### src/rtl/cpu_types_pkg.sv
// Shared pipeline types: hazard FSM states and register-index width.
package cpu_types_pkg;
  typedef enum logic [1:0] {RUN, DWAIT, HALT} hazard_state_t;
  typedef logic [4:0] regbits_t;
endpackage

### src/rtl/hazard_detect.sv
// Load-use detector: a load in ID/EX whose destination feeds the instruction in IF/ID.
module hazard_detect
  import cpu_types_pkg::*;
(
  input  logic     ex_dREN,
  input  regbits_t ex_rt,
  input  regbits_t id_rs,
  input  regbits_t id_rt,
  output logic     loaduse
);
  // r0 is hardwired zero, so a load targeting it never creates a dependency
  assign loaduse = ex_dREN && (ex_rt != '0) && ((ex_rt == id_rs) || (ex_rt == id_rt));
endmodule

### src/rtl/pipeline_control.sv
// Pipeline latch enable/flush generation, halt/data-wait tracking, stall counter and watchdog.
//  state | meaning
//  RUN   | normal issue; hazards resolved per cycle
//  DWAIT | data access outstanding in MEM; whole pipe frozen
//  HALT  | halt retired; everything frozen until reset
module pipeline_control
  import cpu_types_pkg::*;
#(
  parameter int CNTW    = 32,
  parameter int TIMEOUT = 1024
) (
  input  logic            CLK,
  input  logic            nRST,
  input  logic            ihit,
  input  logic            dhit,
  input  logic            mem_dREN,
  input  logic            mem_dWEN,
  input  logic            mem_redirect,
  input  logic            mem_halt,
  input  logic            ex_dREN,
  input  regbits_t        ex_rt,
  input  regbits_t        id_rs,
  input  regbits_t        id_rt,
  output logic            pc_en,
  output logic            ifid_en,
  output logic            ifid_flush,
  output logic            idex_en,
  output logic            idex_flush,
  output logic            exmem_en,
  output logic            exmem_flush,
  output logic            memwb_en,
  output logic            memwb_flush,
  output logic            halted,
  output logic [CNTW-1:0] stall_count,
  output logic            watchdog
);
  localparam int IW = $clog2(TIMEOUT + 1);

  hazard_state_t state, state_nxt;
  logic          loaduse, memreq, dstall;
  logic          ifid_en_raw, idex_en_raw, exmem_en_raw;
  logic [IW-1:0] idle_cnt, idle_nxt;
  logic [CNTW-1:0] stall_nxt;

  hazard_detect u_hazard_detect (
    .ex_dREN (ex_dREN),
    .ex_rt   (ex_rt),
    .id_rs   (id_rs),
    .id_rt   (id_rt),
    .loaduse (loaduse)
  );

  assign memreq = mem_dREN | mem_dWEN;
  assign dstall = memreq & ~dhit;

  always_comb begin
    state_nxt    = state;
    pc_en        = 1'b0;
    ifid_en_raw  = 1'b0;
    idex_en_raw  = 1'b0;
    exmem_en_raw = 1'b0;
    memwb_en     = 1'b0;
    ifid_flush   = 1'b0;
    idex_flush   = 1'b0;
    exmem_flush  = 1'b0;
    memwb_flush  = 1'b0;
    if (state != HALT) begin
      if (mem_halt) begin
        ifid_flush  = 1'b1;
        idex_flush  = 1'b1;
        exmem_flush = 1'b1;
        memwb_en    = 1'b1;
        state_nxt   = HALT;
      end else if (dstall) begin
        state_nxt = DWAIT;
      end else begin
        // dhit arriving in DWAIT falls through here, so the access completes exactly once
        state_nxt = RUN;
        if (mem_redirect) begin
          pc_en       = 1'b1;
          ifid_flush  = 1'b1;
          idex_flush  = 1'b1;
          exmem_flush = 1'b1;
          memwb_en    = 1'b1;
        end else if (!ihit) begin
          exmem_flush = 1'b1;
          memwb_en    = 1'b1;
        end else if (loaduse) begin
          idex_flush   = 1'b1;
          exmem_en_raw = 1'b1;
          memwb_en     = 1'b1;
        end else begin
          pc_en        = 1'b1;
          ifid_en_raw  = 1'b1;
          idex_en_raw  = 1'b1;
          exmem_en_raw = 1'b1;
          memwb_en     = 1'b1;
        end
      end
    end
  end

  // flush always wins over enable on the same latch
  assign ifid_en  = ifid_en_raw  & ~ifid_flush;
  assign idex_en  = idex_en_raw  & ~idex_flush;
  assign exmem_en = exmem_en_raw & ~exmem_flush;

  always_comb begin
    stall_nxt = stall_count;
    if ((state != HALT) && !pc_en && (stall_count != '1))
      stall_nxt = stall_count + CNTW'(1);
    idle_nxt = idle_cnt;
    if (memwb_en)
      idle_nxt = '0;
    else if ((state != HALT) && (idle_cnt != IW'(TIMEOUT)))
      idle_nxt = idle_cnt + IW'(1);
  end

  always_ff @(posedge CLK or negedge nRST) begin
    if (!nRST) begin
      state       <= RUN;
      halted      <= 1'b0;
      stall_count <= '0;
      idle_cnt    <= '0;
      watchdog    <= 1'b0;
    end else begin
      state       <= state_nxt;
      halted      <= (state_nxt == HALT);
      stall_count <= stall_nxt;
      idle_cnt    <= idle_nxt;
      watchdog    <= watchdog | (idle_nxt == IW'(TIMEOUT));
    end
  end
endmodule

### config.mk
export PLATFORM = sky130hd
export DESIGN_NAME = pipeline_control
export DESIGN_NICKNAME = d
export VERILOG_FILES = /design/src/rtl/cpu_types_pkg.sv /design/src/rtl/hazard_detect.sv /design/src/rtl/pipeline_control.sv
export SDC_FILE = /design/constraint.sdc
export NUM_CORES = 1
export LEC_CHECK = 0
export ABC_CLOCK_PERIOD_IN_PS = 4800
export CORE_MARGIN = 5
export CORE_UTILIZATION = 50
export DETAILED_ROUTE_END_ITERATION = 16
export PLACE_DENSITY = 0.82
export SETUP_SLACK_MARGIN = 0.15
export SLEW_MARGIN = 20
export SYNTH_ARGS = -nofsm -noshare
export SYNTH_HDL_FRONTEND = slang
export SYNTH_SLANG_ARGS = --single-unit
### constraint.sdc
create_clock -name CLK -period 4.8 [get_ports CLK]
set_clock_uncertainty 0.1 [all_clocks]
set_input_delay 0.72 -clock CLK [delete_from_list [all_inputs] [get_ports CLK]]
set_output_delay 0.72 -clock CLK [all_outputs]
set_load 0.02 [all_outputs]
==> results.toml <==
[worst_setup_path]
crit_path_cell_trace = "clkdlybuf4s50_1 -> or4_1 -> o21ai_0 -> a21oi_1 -> inv_1 -> a21oi_1 -> nor2_1 -> clkdlybuf4s50_1"
critPathMaxStageDelay_ns = 0.62
worst_path_max_delay_cell = "clkdlybuf4s50_1"
endpoint_kind = "primary output"
worst_setup_path_start_kind = "input port"
critPathMaxFanout = 4
crit_arrival_ns = 2.94
crit_required_ns = 3.98
worstSetupPathType = "input port to primary output"

[synth]
synth.avg_cell_area_sq_um = 10.1
synth-edff-count = 0
synth_top_cell_by_area = "dfrtp_1"
synthCells = 254
yosys.area.top_type_share_pct = 45.8
ys_seq_area_share_pct = 45.8
syn_nets = 281
async_reset_ff_share_pct = 100
yosysWarnings = 0
syn_area_sq_mm = 0.00257
synth_area_leaders = "dfrtp_1, xnor2_1, xor2_1"
synth_seq_cells = 47
yosys_most_used_dff = "dfrtp_1"
synthDistinctLibCells = 39

[power_and_ir_drop]
leakage_nw = 1.42
irDropWorstVdd_mv = 0.164
power.density_mw_per_mm2 = 213

[floorplanning]
start_util_pct = 50.9
rows = 26
design.die.area_sq_mm = 0.00667
dieHeight_microns = 81.6
ios = 67
die_w_microns = 81.6
fp.coreArea_sq_mm = 0.00504

[clock_network]
cts_resized = 0
cts_tree = "built"
h-tree-depth = 2
cts-buffers-inserted = 5
clkSinkCount = 47
clockBufferDepth = 2
clkLatencyLatePin_ns = 0.30
clk_pin_slew_worst_paths_ns = 0.08
hold_buffers = 0
clock-root-buffer = "clkbuf_8"
post_cts_buffers = 0

[finish]
num-fill-cells = 421
postLayoutCoreUtil_pct = 66.4
final_common_cell = "clkdlybuf4s50_1"
drive_gt1_share_pct = 5.30
final_area_sq_mm = 0.00335
multi_input_area_sq_mm = 0.00132
register_area_sq_mm = 0.00118
layout.nets = 347
antennaDiodeCount = 0
areaGrowthSynthToFinish_pct = 30.4
final_cell_mix = "clkdlybuf4s50_1, dfrtp_1, xnor2_1"

[placement]
gp_congestion = 0.809
numPortBuffers = 65
dpl_cell_area_sq_mm = 0.00326
dp_hpwl_microns = 4070

[grt]
grt_pass1_vias = 2144
gr-usage-met1_pct = 22.8
grt.total_usage_pct = 18.2
grt_use_met2_pct = 30.9
antenna_found_initial = 0
grt_max_degree = 48
grt_busiest_layer = "met2"
grt_pass1_wl_microns = 9490
overflow = 0
grt_use_met3_pct = 4.93

[timing]
min_period_ns = 3.76
fmax_mhz = 266
hold_viol_final = 0
fin_crit_sh_pct = 78.4
setup_viol_count_final = 0
setup_tns_ns = 0
report.final.slew_viol_count = 0
rsz0062_at_grt = "no"
tightest_slew_ns = 0.578
slew_headroom_pct = 61.5

[route]
drc = 0
drt_first_iter_violations = 65
via_per_inst = 5.13
wire_per_inst_microns = 13.8
vias = 2004
ant_nets = 0
finalWirelength_microns = 5410
dr.pass1.iters = 4

[outcome]
status = "completed"

[job]
maxCapViolCount = 0

[worst_hold_path]
hold_path_class = "input port to asynchronous set/reset pin"
==> routing by layer <==
metal | vias up | part of all wire (%)
li1 | 1003 | -
met1 | 958 | 45
met2 | 37 | 50
met3 | 6 | 4.8
met4 | 0 | 1.0
met5 | - | 0
==> flip-flops by register name, summed over array words and instances (netlist names) <==
| signal | cells |
|---|---|
| halted | 1 |
| idle_cnt | 11 |
| stall_count | 32 |
| state | 2 |
| watchdog | 1 |
==> worst paths after layout <==
| kind | start | end | slack (ns) | cells after the start |
|---|---|---|---|---|
| min | nRST | idle_cnt[6] | 0.32 | 1 |
| max reg2reg | stall_count[0] | stall_count[18] | 2.19 | 9 |
| max in group asynchronous | nRST | stall_count[17] | 3.89 | 1 |
| max | ex_rt[0] | pc_en | 1.04 | 8 |
| min reg2reg | watchdog | watchdog | 0.38 | 1 |
| min in group CLK | watchdog | watchdog | 0.38 | 1 |
==> where the power goes <==
group / internal [mW] / leakage [nW] / switching, mW
Clock: 0.102 / 0.0412 / 0.127
Combinational: 0.0372 / 0.744 / 0.0328
Sequential: 0.403 / 0.634 / 0.00910
Total: 0.542 / 1.42 / 0.169
==> logic make-up (layout without fill, tap and decap cells) <==
family | count (synthesis) | count (layout) | share of synthesized area, %
simple gates | 118 | 118 | 25.5
flops | 47 | 47 | 45.8
buf+inv | 12 | 79 | 2.78
other cells | 1 | 1 | 0.146
xor+xnor | 52 | 52 | 17.7
compound gates | 17 | 17 | 4.97
mux | 4 | 4 | 1.61
fa+ha+maj | 3 | 3 | 1.46
==> per-stage QoR <==
step / hold WS, ns / std cells / power (mW) / setup WS, ns
after global routing: 0.357 / 391 / 0.749 / 0.850
final: 0.317 / 391 / 0.711 / 1.04
after CTS: 0.384 / 391 / 0.721 / 1.03
after global placement: 0.354 / 383 / 0.489 / 1.11
after detailed placement: 0.369 / 383 / 0.491 / 1.02
after floorplan: 0.324 / 254 / 0.450 / 1.94
==> synthesized netlist by cell type (2+ instances only) <==
cell type and instances:
a21oi_1 3, and2_1 4, and3_1 16, and4_1 3
buf_4 3, buf_6 2, clkbuf_1 3, dfrtp_1 47
ha_1 3, inv_1 4, mux2i_1 3, nand2_1 16
nand2b_1 7, nand3_1 19, nand4_1 12, nor2_1 23
nor3_1 8, nor3b_1 2, nor3b_2 2, o21a_1 2
o21ai_0 3, o31ai_1 2, xnor2_1 33, xor2_1 19
==> layout make-up <==
class / count / share of cell area [%]
multi-input cells: 195 / 39.4
flip-flops and latches: 47 / 35.2
repair buffers: 67 / 19.8
well taps: 70 / 2.62
clock buffers: 6 / 2.17
inverters: 4 / 0.449
clock inverters: 2 / 0.374
==> worst max-delay path, delay by kind of cell <==
kind	cells	cell delay, ns
AOI/OAI and AO/OA	3	0.41
buffers and inverters	3	1.16
and+or+nand+nor	2	0.65
Note: power is estimated with default switching activity, not from simulation.
